==> src/rtl/seg7_scan_driver.sv <==
// Time-multiplexed driver for a common-segment 4-digit seven-segment display.
// A LOAD/SHOW/BLANK scan FSM walks digit0..digit3 from a per-frame shadow copy of the inputs.
module seg7_scan_driver #(
    parameter int DIGIT_CYCLES = 10000,
    parameter int BLANK_CYCLES = 100
) (
    input  logic       clk,
    input  logic       rst,
    input  logic [3:0] digit0,
    input  logic [3:0] digit1,
    input  logic [3:0] digit2,
    input  logic [3:0] digit3,
    input  logic [3:0] dp,
    input  logic       lz_blank,
    input  logic       en,
    output logic [3:0] an,
    output logic [7:0] seg,
    output logic       frame_done
);

    localparam int CNT_MAX = (DIGIT_CYCLES > BLANK_CYCLES) ?
                             ((DIGIT_CYCLES > 2) ? DIGIT_CYCLES : 2) :
                             ((BLANK_CYCLES > 2) ? BLANK_CYCLES : 2);
    localparam int CW = $clog2(CNT_MAX);

    localparam logic [CW-1:0] DIGIT_LAST = CW'(DIGIT_CYCLES - 1);
    localparam logic [CW-1:0] BLANK_LAST = CW'((BLANK_CYCLES > 0) ? (BLANK_CYCLES - 1) : 0);

    localparam logic [1:0] LOAD  = 2'd0;
    localparam logic [1:0] SHOW  = 2'd1;
    localparam logic [1:0] BLANK = 2'd2;

    logic [1:0]    state_q, state_d;
    logic [1:0]    idx_q, idx_d;
    logic [CW-1:0] cnt_q, cnt_d;

    logic [15:0]   shd_digits_q;
    logic [3:0]    shd_dp_q;
    logic          shd_lz_q;

    logic [3:0]    an_q, an_d;
    logic [7:0]    seg_q, seg_d;
    logic          frame_done_q, frame_done_d;

    function automatic logic [6:0] hex7(input logic [3:0] v);
        logic [6:0] s;
        case (v)
            4'h0: s = 7'h40;
            4'h1: s = 7'h79;
            4'h2: s = 7'h24;
            4'h3: s = 7'h30;
            4'h4: s = 7'h19;
            4'h5: s = 7'h12;
            4'h6: s = 7'h02;
            4'h7: s = 7'h78;
            4'h8: s = 7'h00;
            4'h9: s = 7'h10;
            4'hA: s = 7'h08;
            4'hB: s = 7'h03;
            4'hC: s = 7'h46;
            4'hD: s = 7'h21;
            4'hE: s = 7'h06;
            default: s = 7'h0E;
        endcase
        return s;
    endfunction

    // A digit is a leading zero when it and every digit to its left are zero; digit0 always shows.
    function automatic logic lz_suppress(input logic lz, input logic [15:0] digits,
                                         input logic [1:0] pos);
        logic sup;
        case (pos)
            2'd3:    sup = lz && (digits[15:12] == 4'h0);
            2'd2:    sup = lz && (digits[15:8] == 8'h00);
            2'd1:    sup = lz && (digits[15:4] == 12'h000);
            default: sup = 1'b0;
        endcase
        return sup;
    endfunction

    // Step the scan to the next digit, or back to LOAD once digit3 is done.
    always_comb begin
        state_d = state_q;
        idx_d   = idx_q;
        cnt_d   = cnt_q;
        case (state_q)
            LOAD: begin
                state_d = SHOW;
                idx_d   = 2'd0;
                cnt_d   = '0;
            end
            SHOW: begin
                if (cnt_q == DIGIT_LAST) begin
                    cnt_d = '0;
                    if (BLANK_CYCLES == 0) begin
                        if (idx_q == 2'd3) begin
                            state_d = LOAD;
                            idx_d   = 2'd0;
                        end else begin
                            state_d = SHOW;
                            idx_d   = idx_q + 2'd1;
                        end
                    end else begin
                        state_d = BLANK;
                    end
                end else begin
                    cnt_d = cnt_q + 1'b1;
                end
            end
            BLANK: begin
                if (cnt_q == BLANK_LAST) begin
                    cnt_d = '0;
                    if (idx_q == 2'd3) begin
                        state_d = LOAD;
                        idx_d   = 2'd0;
                    end else begin
                        state_d = SHOW;
                        idx_d   = idx_q + 2'd1;
                    end
                end else begin
                    cnt_d = cnt_q + 1'b1;
                end
            end
            default: begin
                state_d = LOAD;
                idx_d   = 2'd0;
                cnt_d   = '0;
            end
        endcase
    end

    always_comb begin
        logic [3:0] cur_digit;
        cur_digit    = shd_digits_q[{idx_q, 2'b00} +: 4];
        an_d         = 4'hF;
        seg_d        = 8'hFF;
        frame_done_d = (state_q == LOAD);
        if ((state_q == SHOW) && en) begin
            an_d       = ~(4'b0001 << idx_q);
            seg_d[7]   = ~shd_dp_q[idx_q];
            seg_d[6:0] = lz_suppress(shd_lz_q, shd_digits_q, idx_q) ? 7'h7F : hex7(cur_digit);
        end
    end

    always_ff @(posedge clk) begin
        if (rst) begin
            state_q      <= LOAD;
            idx_q        <= 2'd0;
            cnt_q        <= '0;
            shd_digits_q <= '0;
            shd_dp_q     <= '0;
            shd_lz_q     <= 1'b0;
            an_q         <= 4'hF;
            seg_q        <= 8'hFF;
            frame_done_q <= 1'b0;
        end else begin
            state_q      <= state_d;
            idx_q        <= idx_d;
            cnt_q        <= cnt_d;
            an_q         <= an_d;
            seg_q        <= seg_d;
            frame_done_q <= frame_done_d;
            if (state_q == LOAD) begin
                shd_digits_q <= {digit3, digit2, digit1, digit0};
                shd_dp_q     <= dp;
                shd_lz_q     <= lz_blank;
            end
        end
    end

    assign an         = an_q;
    assign seg        = seg_q;
    assign frame_done = frame_done_q;

endmodule

==> config.mk <==
export PLATFORM = sky130hd
export DESIGN_NAME = seg7_scan_driver
export DESIGN_NICKNAME = d
export VERILOG_FILES = /design/src/rtl/seg7_scan_driver.sv
export SDC_FILE = /design/constraint.sdc
export NUM_CORES = 1
export LEC_CHECK = 0
export BUFFER_PORTS_ARGS = -buffer_cell sky130_fd_sc_hd__buf_2
export CAP_MARGIN = 20
export CORE_MARGIN = 2
export CORE_UTILIZATION = 25
export CTS_BUF_LIST = sky130_fd_sc_hd__clkbuf_8
export CTS_CLUSTER_DIAMETER = 40
export DETAILED_ROUTE_END_ITERATION = 7
export GPL_TIMING_DRIVEN = 0
export PLACE_DENSITY = 0.41
export RECOVER_POWER = 50
export SETUP_SLACK_MARGIN = 0.2
export SYNTH_ARGS = -nofsm -noshare
export SYNTH_HDL_FRONTEND = slang
export SYNTH_SLANG_ARGS = --single-unit
==> constraint.sdc <==
create_clock -name clk -period 2.8 [get_ports clk]
set_input_delay 0.28 -clock clk [delete_from_list [all_inputs] [get_ports clk]]
set_output_delay 0.28 -clock clk [all_outputs]
set_load 0.02 [all_outputs]
Word-level counts from Yosys, hierarchy flattened. Memories as Yosys holds them, arrays and structs flattened. A register that Yosys moved wholly into a read port is not among the register bits. Cells that the tools add are included.

Add/sub/neg operators: 2. $lt $le $gt $ge: 1. Eq/ne operators: 9. Shifts and indexed selects: 2. Mux-type cells: 14. Bitwise logic cells: 4. Reduce and logical (&&, ||, !) cells: 12.

Operators with widths (count): 14-bit two-way mux (2); 14-bit case mux with 2 select lines (1); 16-bit by 5-bit variable part select with 4-bit output (1); 14-bit by 1-bit adder with 14-bit output (second input constant) (1); 14-bit == test (second input constant) (1); 14-bit by 7-bit == test with 1-bit output (second input constant) (1); 12-bit zero test (1); 8-bit zero test (1); 2-bit two-way mux (4); 2-bit == test (second input constant) (3); 2-bit case mux with 3 select lines (1); 2-bit by 1-bit == test with 1-bit output (second input constant) (2); 1-bit logical AND (4); 4-bit zero test (1); 2-bit inequality test (second input constant) (2); 4-bit NOT (1); 2-bit case mux with 2 select lines (1); 2-bit AND reduction (2); 1-bit by 2-bit left shift with 4-bit output (first input constant) (1); 2-bit by 3-bit less-than comparator with 1-bit output (second input constant) (1); 1-bit two-way mux (3); 1-bit NOT (3); 1-bit case mux with 3 select lines (1); 3-bit OR reduction (1); other kinds (4) (4).

Bits in registers: 45. Bits in read-only memories: 112. Bits of input ports: 24. Logic and storage cells: 54. Memories kept: 1.

Memories: (no name shown) (words 16, width 7, read ports 1, clocked after Yosys merged registers in 1, write ports 0, RTL line 47) `case (v)`.

Longest topological paths before layout. Gate-level depths: netlist (run 1).

Depth in word-level cells: 5. Depth in mapped cells: 7. Mapped depth without buffers: 6.

Least setup slack after synthesis (run 1). No wires, ideal clock.

Path type: register -> register. Start point: register idx_q[0]. End point: register seg_q[2] (netlist: seg[2]). Library setup time: 0.106 ns. Arrival time: 2.117 ns. Required time: 2.694 ns. Slack: 0.577 ns. Cell stages (with the launch flop): 8. Path buffers: 1. Period minus slack after synthesis: 2.223 ns. Path through: dfxtp_1 buf_2 clkinv_1 ha_1 or4b_2 nor4_1 a21oi_1 o311ai_0.

Word-level cells in the longest chain between the ends: 4.

RTL lines: start, declared (RTL line 34) `logic [1:0] idx_q, idx_d;`; start signal, assigned (RTL line 158) `idx_q <= idx_d;`; 2-bit by 1-bit == test with 1-bit output / 2-bit == test (equally long branches) (RTL line 72) `case (pos)`; 1-bit case mux with 3 select lines (RTL line 72); 1-bit two-way mux (RTL line 138) `if ((state_q == SHOW) && en) begin`; 3-bit OR reduction (no line); end, declared (RTL line 42) `logic [7:0] seg_q, seg_d;`.

Several ways; a longest one is shown, not always the timed one. The select of a mux whose other input is x is not followed. A chain may end at the register's enable or synchronous reset.

Final worst setup path (run 1).
Start point: register cnt_q[0]. End point: register cnt_q[8].

Word-level cells in the longest chain between the ends: 3.

RTL lines: start, declared (RTL line 35) `logic [CW-1:0] cnt_q, cnt_d;`; start signal, assigned (RTL line 159) `cnt_q <= cnt_d;`; 14-bit by 1-bit adder with 14-bit output (tied with other cells) (RTL line 107, 121); 14-bit two-way mux (on tied branches) (RTL line 111, 93); 14-bit case mux with 2 select lines * (RTL line 86) `case (state_q)`.

Mark *: on every way between the ends. The rest lies on a longest branch, timed or not.

==> results of run 1 <==
per-stage QoR:
step                      worst slack (ps)  power, mW
after floorplan                        577      0.974
after global placement                 168       1.04
after detailed placement               166       1.04
after CTS                              277       1.52
after global routing                   224       1.57
final                                  410       1.49
state kept, by name, summed over array words and instances (netlist names):
signal / count
shd_digits_q: 16
cnt_q: 14
seg: 8
an: 4
shd_dp_q: 4
idx_q: 2
state_q: 2
frame_done: 1
shd_lz_q: 1
layer usage:
metal | GRT usage, % | share of wire [%] | vias up
li1 | - | - | 972
met1 | 16.7 | 53 | 862
met2 | 15.4 | 42 | 33
met3 | 2.89 | 4.1 | 4
met4 | 3.04 | 1.1 | 0
met5 | 0 | 0 | -
power by group through the flow:
stage | Sequential [mW] | Combinational (mW) | Clock, mW
finish | 0.801 | 0.222 | 0.471
global route | 0.807 | 0.247 | 0.521
CTS | 0.800 | 0.227 | 0.490
detailed placement | 0.817 | 0.225 | 0
global placement | 0.817 | 0.223 | 0
floorplan | 0.818 | 0.155 | 0
cell type report:
class                   instances  area (µm²)  area share (%)
plain buffers                  11        47.5            1.63
clock buffers                   5        68.8            2.36
clock inverters                 3        27.5           0.942
inverters                      10        38.8            1.33
multi-input cells             178        1370            46.8
flip-flops and latches         52        1040            35.6
well taps                     133         166            5.70
repair buffers                 36         164            5.61
cells by family (layout without fill, tap and decap cells):
kind of cell / Yosys count / count (layout)
AND/OR/NAND/NOR: 90 / 90
AO/OA/AOI/OAI: 23 / 23
flip-flops: 52 / 52
buffers and inverters: 21 / 65
multiplexers: 36 / 36
XOR/XNOR: 14 / 14
adder cells (fa/ha/maj): 15 / 15
worst paths after layout:
check / endpoint / slack (ps) / depth (start not counted) / from
setup / recovery: cnt_q[8]$_SDFF_PP0_ / 410 / 6 / cnt_q[0]$_SDFF_PP0_
hold / removal: shd_digits_q[4]$_SDFFE_PP0P_ / 190 / 3 / digit1[0]
setup reg to reg: cnt_q[8]$_SDFF_PP0_ / 410 / 6 / cnt_q[0]$_SDFF_PP0_
hold reg to reg: cnt_q[0]$_SDFF_PP0_ / 480 / 1 / cnt_q[0]$_SDFF_PP0_
worst reg2reg max path, stage by stage (launching register included):
cell and delay [ps]:
dfxtp_1 390, ha_1 270, or4b_1 500, o41a_1 520
o21ai_2 270, buf_2 270, nor2_1 80
timing repair:
item / 4_1_cts / 5_1_grt
hold buffers: 0 / 0
endpoints found under the setup margin: 6 / 7
cloned: 0 / 0
resized for setup: 2 / 4
placed cells by master, fill, tap and decap left out, types with 3 or more instances in the layout:
cell type  instances
or4_1              3
mux4_2             4
nand2_1           10
inv_1              9
a21oi_1            5
mux2_2             3
ha_1              15
nand4_1            6
nor2_1            38
buf_2             24
nand3b_1           3
xor2_1             4
mux2i_1           28
or3_1              4
clkbuf_8           5
dfxtp_1           52
nand3_1            5
nor3_1             5
clkbuf_1          21
nor4_1             4
xnor2_1           10
nor2b_1            3
==> qor.csv, run 1 <==
stage,metric,value,unit
placed_design,placed cells,420,
detailed_routing,vias per cell,4.37,
setup_path,Top Family by Delay on Critical Path,compound AO/OA/AOI/OAI gates,
timing,final hold vios,0,
logic_synthesis,Synth Area in Compound Gates,6.83,%
logic_synthesis,"flops & latches, synth",52,
setup_path,"slowest stage delay, CP",520,ps
die,# IOs,37,
logic_synthesis,Mean Syn Cell Area,9.85,µm²
clocking,cts bufs inserted,5,
logic_synthesis,Synth area leader,dfxtp_1,
logic_synthesis,most common cell in the netlist,dfxtp_1,
clocking,CTS sink cnt,52,
grt,first-pass GRT wire length,9.14,mm
finish,Final Core Density,30.2,%
setup_path,CP Class,flip-flop to flip-flop,
clocking,CTS tree,built,
detailed_routing,Wirelength per Cell,13.1,µm
finish,fillers,1060,
detailed_routing,drt first pass iters,4,
pwr,maximum VDD drop,0.254,mV
logic_synthesis,"top cells by area, synth","dfxtp_1, mux2i_1, ha_1, nor2_1, mux4_2",
logic_synthesis,post-synthesis async set-or-reset flop share,0,%
logic_synthesis,sequential-to-total area share from yosys stat,42.1,%
finish,layout cells sized above 1,16.6,%
logic_synthesis,largest family of logic cells by synthesized area,simple AND/OR/NAND/NOR gates,
clocking,post-CTS setup buffer count,0,
grt,GRT Util Overall,11.1,%
pwr,Switch Pwr,433,µW
setup_path,worst path buffer plus inverter count,1,
setup_path,critical path arrival,2600,ps
logic_synthesis,YS warnings,0,
logic_synthesis,mux contribution to synthesized area,16.9,%
clocking,H-tree depth,2,
pwr,Sequential Power Share,53.6,%
logic_synthesis,Cells after Synth,251,
flow_run,Max Cap Viol,0,
timing,pin slew with the least headroom to its limit,731,ps
pwr,internal power,1.06,mW
detailed_routing,Routed Antenna Nets,0,
logic_synthesis,post-synth cell types,42,
timing,setup TNS,0,ps
pwr,PD cells,512,nW/µm²
timing,post-route minimum period,2390,ps
worst_hold_path,Hold Crit Class,input port to flip-flop,
clocking,clock slew seen by the registers of the worst setup and hold paths,110,ps
setup_path,crit start category,flip-flop,
status,status,"complete, no violations",
die,Die ar.,10700,µm²
die,starting density of the core,25.5,%
setup_path,CP max-delay cell,o41a_1,
finish,Layout area overhead,18.2,%
pwr,clock power share,31.5,%
pwr,Net Sw Frac,29.0,%
finish,Layout Nets,333,
clocking,Skew-Pair Late Insertion Delay,320,ps
timing,Final Skew,10.5,ps
logic_synthesis,Commonest cells post-synth,"dfxtp_1, nor2_1, mux2i_1",
die,Die X,103,µm
detailed_routing,drt total wl,5.62,mm
placed_design,Post-Place Cell Area,2820,µm²
setup_path,Worst EP required,3010,ps
timing,"Slew Viols, Final",0,
timing,Final Setup Violations,0,
grt,pin count of the biggest net entering global routing,19,
die,row cnt,36,
logic_synthesis,Post-Synth Adder-Cell Area,7.59,%
logic_synthesis,post-synth top area share,42.1,%
logic_synthesis,Simple-Gate Fraction of Synth Area,18.3,%
grt,GRT overflow,0,
timing,final hold slack,188,ps
detailed_routing,# DRC,0,
setup_path,worst path cell trace,ha_1 > or4b_1 > o41a_1 > o21ai_2 > buf_2 > nor2_1,
die,Die Height,103,µm
grt,initial antenna violation count,0,
setup_path,Setup crit end kind,flip-flop,
placed_design,GPL Wtd Cong,0.741,
logic_synthesis,Post-Synth XOR/XNOR Area,4.96,%
logic_synthesis,Synth Flop Type,dfxtp_1,
detailed_routing,routed via count,1871,
pwr,power share of the combinational group,14.8,%
placed_design,DPL Wire Length,4.18,mm
grt,number of global-route vias before repair,1789,
timing,RSZ-0062 raised after global routing,no,
logic_synthesis,syn_nets,290,
timing,Final Cycle Share,85.4,%
logic_synthesis,"EDFF count, synth",0,
setup_path,crit-path max FO,10,
timing,Achievable Freq,418,MHz
finish,post-route cell area,2920,µm²
placed_design,Buffers on Ports,36,
logic_synthesis,post-synthesis cell area,2470,µm²
die,Core Region,9680,µm²
pwr,Lkg Pwr,1.16,nW
timing,Slew HR,51.2,%
clocking,Max Root-Sink Buffers,2,
finish,Antenna Cells,0,
finish,Finished Layout Cells,428,
clocking,CTS root buffer,clkbuf_8,
detailed_routing,DR iter-0 viols,60,
No activity file was read; power rests on OpenSTA's default activity.
==> inputs of run 2 (changes only) <==
Clock period 2.8 ns to 3.1 ns, I/O delays scaled along.
==> run 2 against run 1 <==
- worst hold slack improved by 29 ps
- register-to-register slack better by 120 ps
- count of clock-buffer cells in the layout unchanged
- sequential share of layout area grew 0.18 points
- clock power down 9.3%
- global-route usage about the same
- critical path depth up 1
- sequential power decreased by 9.7%
- combinational power fell by 10%
- sequential cell count did not move
- wire length down 0.98%
- cell count unchanged
- critical endpoint is now seg[2]$_SDFF_PP1_
- largest cell class unchanged
==> qor.csv, run 2 (synthesized netlist as in run 1, its figures left out) <==
stage,metric,value,unit,change
finish,most frequent cells in the layout,"dfxtp_1, nor2_1, mux2i_1",,unchanged
timing,post-route minimum period,2570,ps,was 2390 ps
detailed_routing,DR iter-0 viols,63,,was 60
placed_design,DPL Wire Length,4.18,mm,unchanged
detailed_routing,Routed Antenna Nets,0,,unchanged
timing,pin slew with the least headroom to its limit,720,ps,was 731 ps
grt,number of global-route vias before repair,1786,,was 1789
setup_path,crit start category,flip-flop,,unchanged
clocking,hold buffers post-CTS,0,,unchanged
clocking,cts bufs inserted,5,,unchanged
placed_design,placed cells,420,,unchanged
die,Die Height,103,µm,unchanged
detailed_routing,# DRC,0,,unchanged
setup_path,worst path cell trace,clkbuf_1 > inv_1 > ha_1 > or4b_2 > nor4_1 > a21oi_2 > o311ai_0,,was ha_1 > or4b_1 > o41a_1 > o21ai_2 > buf_2 > nor2_1
grt,first-pass GRT wire length,9.12,mm,was 9.14 mm
clocking,CTS root buffer,clkbuf_8,,unchanged
die,starting density of the core,25.5,%,unchanged
pwr,maximum VDD drop,0.231,mV,was 0.254 mV
timing,final hold slack,217,ps,was 188 ps
clocking,CTS tree,built,,unchanged
die,Die ar.,10700,µm²,unchanged
die,Die X,103,µm,unchanged
timing,Final Skew,11.6,ps,was 10.5 ps
timing,RSZ-0062 raised after global routing,no,,unchanged
setup_path,Setup crit end kind,flip-flop,,unchanged
setup_path,CP Class,flip-flop to flip-flop,,unchanged
setup_path,Top Family by Delay on Critical Path,simple AND/OR/NAND/NOR gates,,was compound AO/OA/AOI/OAI gates
timing,Final Cycle Share,83.0,%,was 85.4%
setup_path,crit-path max FO,8,,was 10
pwr,PD cells,464,nW/µm²,was 512 nW/µm²
finish,Final Core Density,30.0,%,was 30.2%
clocking,Skew-Pair Late Insertion Delay,320,ps,about the same
placed_design,GPL Wtd Cong,0.741,,unchanged
setup_path,Worst EP required,3310,ps,was 3010 ps
setup_path,critical path arrival,2790,ps,was 2600 ps
timing,Achievable Freq,389,MHz,was 418 MHz
die,# IOs,37,,unchanged
finish,Layout Nets,333,,unchanged
detailed_routing,routed via count,1873,,was 1871
finish,Finished Layout Cells,428,,unchanged
finish,max FFs per register,16,,unchanged
setup_path,"slowest stage delay, CP",630,ps,was 520 ps
finish,fillers,1059,,was 1060
pwr,Lkg Pwr,1.16,nW,about the same
detailed_routing,vias per cell,4.38,,was 4.37
setup_path,CP max-delay cell,or4b_2,,was o41a_1
grt,GRT Util Overall,11.1,%,about the same
timing,setup TNS,0,ps,unchanged
die,row cnt,36,,unchanged
finish,Antenna Cells,0,,unchanged
grt,GRT overflow,0,,unchanged
finish,"commonest non-fill, non-tap cell in the layout",dfxtp_1,,unchanged
placed_design,Buffers on Ports,36,,unchanged
flow_run,Max Cap Viol,0,,unchanged
timing,Slew HR,52.0,%,was 51.2%
timing,final hold vios,0,,unchanged
clocking,Max Root-Sink Buffers,2,,unchanged
grt,initial antenna violation count,0,,unchanged
finish,layout cells sized above 1,15.6,%,was 16.6%
detailed_routing,drt first pass iters,4,,unchanged
finish,Layout area overhead,17.6,%,was 18.2%
worst_hold_path,Hold Crit Class,input port to flip-flop,,unchanged
setup_path,worst path buffer plus inverter count,2,,was 1
clocking,H-tree depth,2,,unchanged
status,status,"complete, no violations",,unchanged
detailed_routing,Wirelength per Cell,13.0,µm,was 13.1 µm
pwr,Tot Pwr,1.35,mW,was 1.49 mW
timing,"Slew Viols, Final",0,,unchanged
clocking,clock slew seen by the registers of the worst setup and hold paths,110,ps,about the same
grt,pin count of the biggest net entering global routing,19,,unchanged
clocking,CTS sink cnt,52,,unchanged
timing,Final Setup Violations,0,,unchanged
die,Core Region,9680,µm²,unchanged
finish,Largest Register,shd_digits_q,,unchanged
detailed_routing,drt total wl,5.57,mm,was 5.62 mm
run 2: changes by cell type in the layout (fill, tap and decap cells not counted):
cell / before / now
buf_2: 24 / 25
clkbuf_1: 21 / 22
clkbuf_2: 1 / 0
clkbuf_4: 1 / 0
clkinv_2: 1 / 0
clkinvlp_4: 1 / 2
nor4_1: 4 / 5
nor4_2: 1 / 0
o41ai_1: 1 / 2
o41ai_2: 1 / 0
run 2: per-layer routing:
layer | GRT usage, % | vias up | share of wire, %
li1 | - | 974 | -
met1 | 16.7 | 865 | 54
met2 | 15.4 | 32 | 41
met3 | 2.89 | 2 | 4.0
met4 | 3.04 | 0 | 0.92
met5 | 0 | - | 0
run 2: worst paths after layout:
check	slack, ps	to	from	cells past startpoint
hold / removal	220	shd_digits_q[4]$_SDFFE_PP0P_	digit1[0]	3
setup reg to reg	530	seg[2]$_SDFF_PP1_	idx_q[1]$_SDFFE_PP0P_	7
hold reg to reg	480	cnt_q[0]$_SDFF_PP0_	cnt_q[0]$_SDFF_PP0_	1
setup / recovery	530	seg[2]$_SDFF_PP1_	idx_q[1]$_SDFFE_PP0P_	7
run 2: power by group:
group          total (mW)  leakage [nW]  internal [mW]  switching, mW
logic               0.199         0.687         0.0906          0.108
registers           0.723         0.426          0.701         0.0215
clock network       0.427        0.0463          0.167          0.261
run 2: cell type report:
| class | instances | area (µm²) | area share (%) |
|---|---|---|---|
| buffer | 11 | 43.8 | 1.51 |
| multi-input combinational | 178 | 1350 | 46.6 |
| inverter | 10 | 41.3 | 1.42 |
| tap | 133 | 166 | 5.73 |
| clock inverter | 3 | 27.5 | 0.947 |
| timing repair buffer | 36 | 164 | 5.64 |
| sequential | 52 | 1040 | 35.8 |
| clock buffer | 5 | 68.8 | 2.37 |
run 2: tightest hold or removal path, stage by stage:
cell,delay (ps)
buf_2,70
mux2i_1,50
nor2_1,70
run 2: per-stage QoR:
| step | worst slack (ps) | instance area [µm²] |
|---|---|---|
| 6_report | 526 | 2910 |
| 5_1_grt | 272 | 2910 |
| 4_1_cts | 425 | 2920 |
| 2_1_floorplan | 877 | 2470 |
| 3_5_place_dp | 466 | 2820 |
| 3_3_place_gp | 468 | 2820 |
run 2: repair_timing:
action	4_1_cts	5_1_grt
buffers inserted	0	0
endpoints found under the setup margin	0	6
resized for setup	0	2
==> inputs of run 3 (changes only) <==
Settings changed: ABC_AREA set to 1, PLACE_DENSITY 0.41 to 0.43.
Clock period 3.1 ns to 2.2 ns, I/O delays scaled along.
==> run 3 against run 2 <==
- synthesized area up 4.8%
- clock power up 60%
- critical path depth up 2
- cell count up 26%
- via count up 20%
- register-to-register slack worse by 220 ps
- non-clock buffer count down 2
- worst hold slack worse by 150 ps
- sequential share of layout area down 1.2 points
==> qor.csv, run 3 <==
stage,metric,value,unit,change
die,Core Region,10200,µm²,was 9680 µm²
flow_run,Max Cap Viol,0,,unchanged
finish,Largest Register,shd_digits_q,,unchanged
finish,Antenna Cells,0,,unchanged
logic_synthesis,Cells after Synth,358,,was 251
clocking,Max Root-Sink Buffers,2,,unchanged
grt,GRT overflow,0,,unchanged
grt,number of global-route vias before repair,2148,,was 1786
logic_synthesis,post-synth cell types,27,,was 42
die,Die X,106,µm,was 103 µm
detailed_routing,drt first pass iters,4,,unchanged
pwr,Lkg Pwr,1.30,nW,was 1.16 nW
clocking,Skew-Pair Late Insertion Delay,310,ps,was 320 ps
finish,Layout area overhead,16.3,%,was 17.6%
die,Die Height,106,µm,was 103 µm
logic_synthesis,sequential-to-total area share from yosys stat,40.2,%,was 42.1%
placed_design,DPL Wire Length,4.50,mm,was 4.18 mm
timing,Achievable Freq,528,MHz,was 389 MHz
detailed_routing,routed via count,2253,,was 1873
logic_synthesis,Synth Flop Type,dfxtp_1,,unchanged
finish,most frequent cells in the layout,"nand2_1, nor2_1, dfxtp_1",,"was dfxtp_1, nor2_1, mux2i_1"
worst_hold_path,Hold Startpoint,rst,,was digit1[0]
setup_path,Worst R2R End,cnt_q[10]$_SDFF_PP0_,,was seg[2]$_SDFF_PP1_
timing,Slew HR,71.6,%,was 52.0%
logic_synthesis,post-synthesis cell area,2590,µm²,was 2470 µm²
setup_path,Worst EP required,2400,ps,was 3310 ps
logic_synthesis,post-synth top area share,40.2,%,was 42.1%
placed_design,Buffers on Ports,36,,unchanged
pwr,PD cells,726,nW/µm²,was 464 nW/µm²
setup_path,CP max-delay cell,dfxtp_1,,was or4b_2
grt,initial antenna violation count,0,,unchanged
detailed_routing,vias per cell,4.19,,was 4.38
setup_path,worst path cell trace,ha_1 > nand3_1 > nor2_1 > nand2_1 > nand2_1 > nand2_2 > nand3_1 > clkbuf_2 > nor2_2,,was clkbuf_1 > inv_1 > ha_1 > or4b_2 > nor4_1 > a21oi_2 > o311ai_0
setup_path,critical path arrival,2090,ps,was 2790 ps
logic_synthesis,Synth area leader,dfxtp_1,,unchanged
timing,"Slew Viols, Final",0,,unchanged
worst_hold_path,hold path depth,2,,was 3
detailed_routing,DR iter-0 viols,89,,was 63
clocking,CTS root buffer,clkbuf_8,,unchanged
timing,Final Skew,3.98,ps,was 11.6 ps
clocking,cts bufs inserted,5,,unchanged
logic_synthesis,most common cell in the netlist,nand2_1,,was dfxtp_1
status,status,"complete, no violations",,unchanged
grt,first-pass GRT wire length,10.0,mm,was 9.12 mm
detailed_routing,Wirelength per Cell,11.2,µm,was 13.0 µm
timing,post-route minimum period,1890,ps,was 2570 ps
finish,"commonest non-fill, non-tap cell in the layout",nand2_1,,was dfxtp_1
die,# IOs,37,,unchanged
placed_design,GPL Wtd Cong,0.761,,was 0.741
die,Die ar.,11200,µm²,was 10700 µm²
timing,final hold slack,70.6,ps,was 217 ps
setup_path,R2R setup slack,310,ps,was 530 ps
detailed_routing,Routed Antenna Nets,0,,unchanged
timing,pin slew with the least headroom to its limit,425,ps,was 720 ps
setup_path,crit-path max FO,10,,was 8
worst_hold_path,Hold Path End,frame_done$_SDFF_PP0_,,was shd_digits_q[4]$_SDFFE_PP0P_
die,row cnt,37,,was 36
timing,Final Cycle Share,86.0,%,was 83.0%
logic_synthesis,syn_nets,397,,was 290
grt,GRT Util Overall,11.2,%,was 11.1%
clocking,CTS sink cnt,52,,unchanged
die,starting density of the core,25.4,%,was 25.5%
timing,RSZ-0062 raised after global routing,no,,unchanged
finish,Layout Nets,440,,was 333
timing,Final Setup Violations,0,,unchanged
timing,final hold vios,0,,unchanged
grt,pin count of the biggest net entering global routing,17,,was 19
timing,setup TNS,0,ps,unchanged
setup_path,"slowest stage delay, CP",370,ps,was 630 ps
finish,max FFs per register,16,,unchanged
logic_synthesis,YS warnings,0,,unchanged
detailed_routing,drt total wl,6.03,mm,was 5.57 mm
setup_path,Reg2Reg Depth,9,,was 7
setup_path,crit start category,flip-flop,,unchanged
clocking,H-tree depth,2,,unchanged
clocking,CTS tree,built,,unchanged
logic_synthesis,post-synthesis async set-or-reset flop share,0,%,unchanged
pwr,maximum VDD drop,0.268,mV,was 0.231 mV
logic_synthesis,Commonest cells post-synth,"nand2_1, nor2_1, dfxtp_1",,"was dfxtp_1, nor2_1, mux2i_1"
finish,layout cells sized above 1,14.4,%,was 15.6%
finish,Final Core Density,29.6,%,was 30.0%
setup_path,RR Startpoint,cnt_q[0]$_SDFF_PP0_,,was idx_q[1]$_SDFFE_PP0P_
worst_hold_path,Hold Crit Class,input port to flip-flop,,unchanged
setup_path,Setup crit end kind,flip-flop,,unchanged
logic_synthesis,"EDFF count, synth",0,,unchanged
logic_synthesis,Mean Syn Cell Area,7.23,µm²,was 9.85 µm²
logic_synthesis,"flops & latches, synth",52,,unchanged
setup_path,CP Class,flip-flop to flip-flop,,unchanged
clocking,clock slew seen by the registers of the worst setup and hold paths,100,ps,was 110 ps
logic_synthesis,"top cells by area, synth","dfxtp_1, nand2_1, nor2_1, ha_1, o21ai_0",,"was dfxtp_1, mux2i_1, ha_1, nor2_1, mux4_2"
detailed_routing,# DRC,0,,unchanged
clocking,hold buffers post-CTS,0,,unchanged
-- run 3: through the flow --
step / total power, mW / area, µm² / setup slack, ps / cells
floorplan: 1.41 / 2590 / 619 / 358
detailed placement: 1.54 / 2940 / 260 / 530
finish: 2.19 / 3010 / 307 / 538
global route: 2.33 / 3010 / 108 / 538
global placement: 1.54 / 2940 / 249 / 530
CTS: 2.23 / 3050 / 242 / 538
-- run 3: timing repair --
item                                    CTS  global route
endpoints found under the setup margin    0             7
setup buffers                             0             0
gates resized for setup                   0             4
-- run 3: cell type report --
class,count,area (µm²)
timing repair buffer,36,164
sequential,52,1040
tap,136,170
fill,1187,7170
clock buffer,5,68.8
multi-input combinational,266,1360
clock inverter,3,42.5
inverter,31,116
buffer,9,46.3
-- run 3: critical path: cells and delay by family (launching register included) --
kind / cells / cell delay, ps
buffers and inverters: 1 / 370
DFF: 1 / 370
and+or+nand+nor: 7 / 820
adders and majority gates: 1 / 220
-- run 3: logic make-up (layout without fill, tap and decap cells) --
group | Yosys count | after routing | synth area share (%)
and+or+nand+nor | 203 | 203 | 34.5
buffers and inverters | 40 | 84 | 6.86
xor gates and xnor gates | 9 | 9 | 3.04
adders and majority gates | 15 | 15 | 7.25
AOI/OAI and AO/OA | 39 | 39 | 8.16
DFF | 52 | 52 | 40.2
-- run 3: layer usage --
metal / GRT usage (%) / up-vias / routed length [µm]
li1: - / 1206 / -
met1: 14.8 / 993 / 3160
met2: 17.6 / 46 / 2510
met3: 2.72 / 8 / 244
met4: 4.14 / 0 / 105
met5: 0 / - / 0
-- run 3: power breakdown --
part | switching (mW) | leakage, nW | internal (mW)
combinational | 0.303 | 0.821 | 0.158
sequential | 0.0388 | 0.427 | 1.01
clock | 0.344 | 0.0541 | 0.338
-- run 3: how the worst max path moves through the flow --
stage | start | to | cells after the start
global placement | idx_q[1]$_SDFFE_PP0P_ | seg[1]$_SDFF_PP1_ | 8
CTS | idx_q[1]$_SDFFE_PP0P_ | seg[6]$_SDFF_PP1_ | 8
detailed placement | idx_q[1]$_SDFFE_PP0P_ | seg[6]$_SDFF_PP1_ | 8
global route | cnt_q[0]$_SDFF_PP0_ | cnt_q[9]$_SDFF_PP0_ | 9
finish | cnt_q[0]$_SDFF_PP0_ | cnt_q[10]$_SDFF_PP0_ | 9
floorplan | idx_q[0]$_SDFFE_PP0P_ | seg[0]$_SDFF_PP1_ | 13
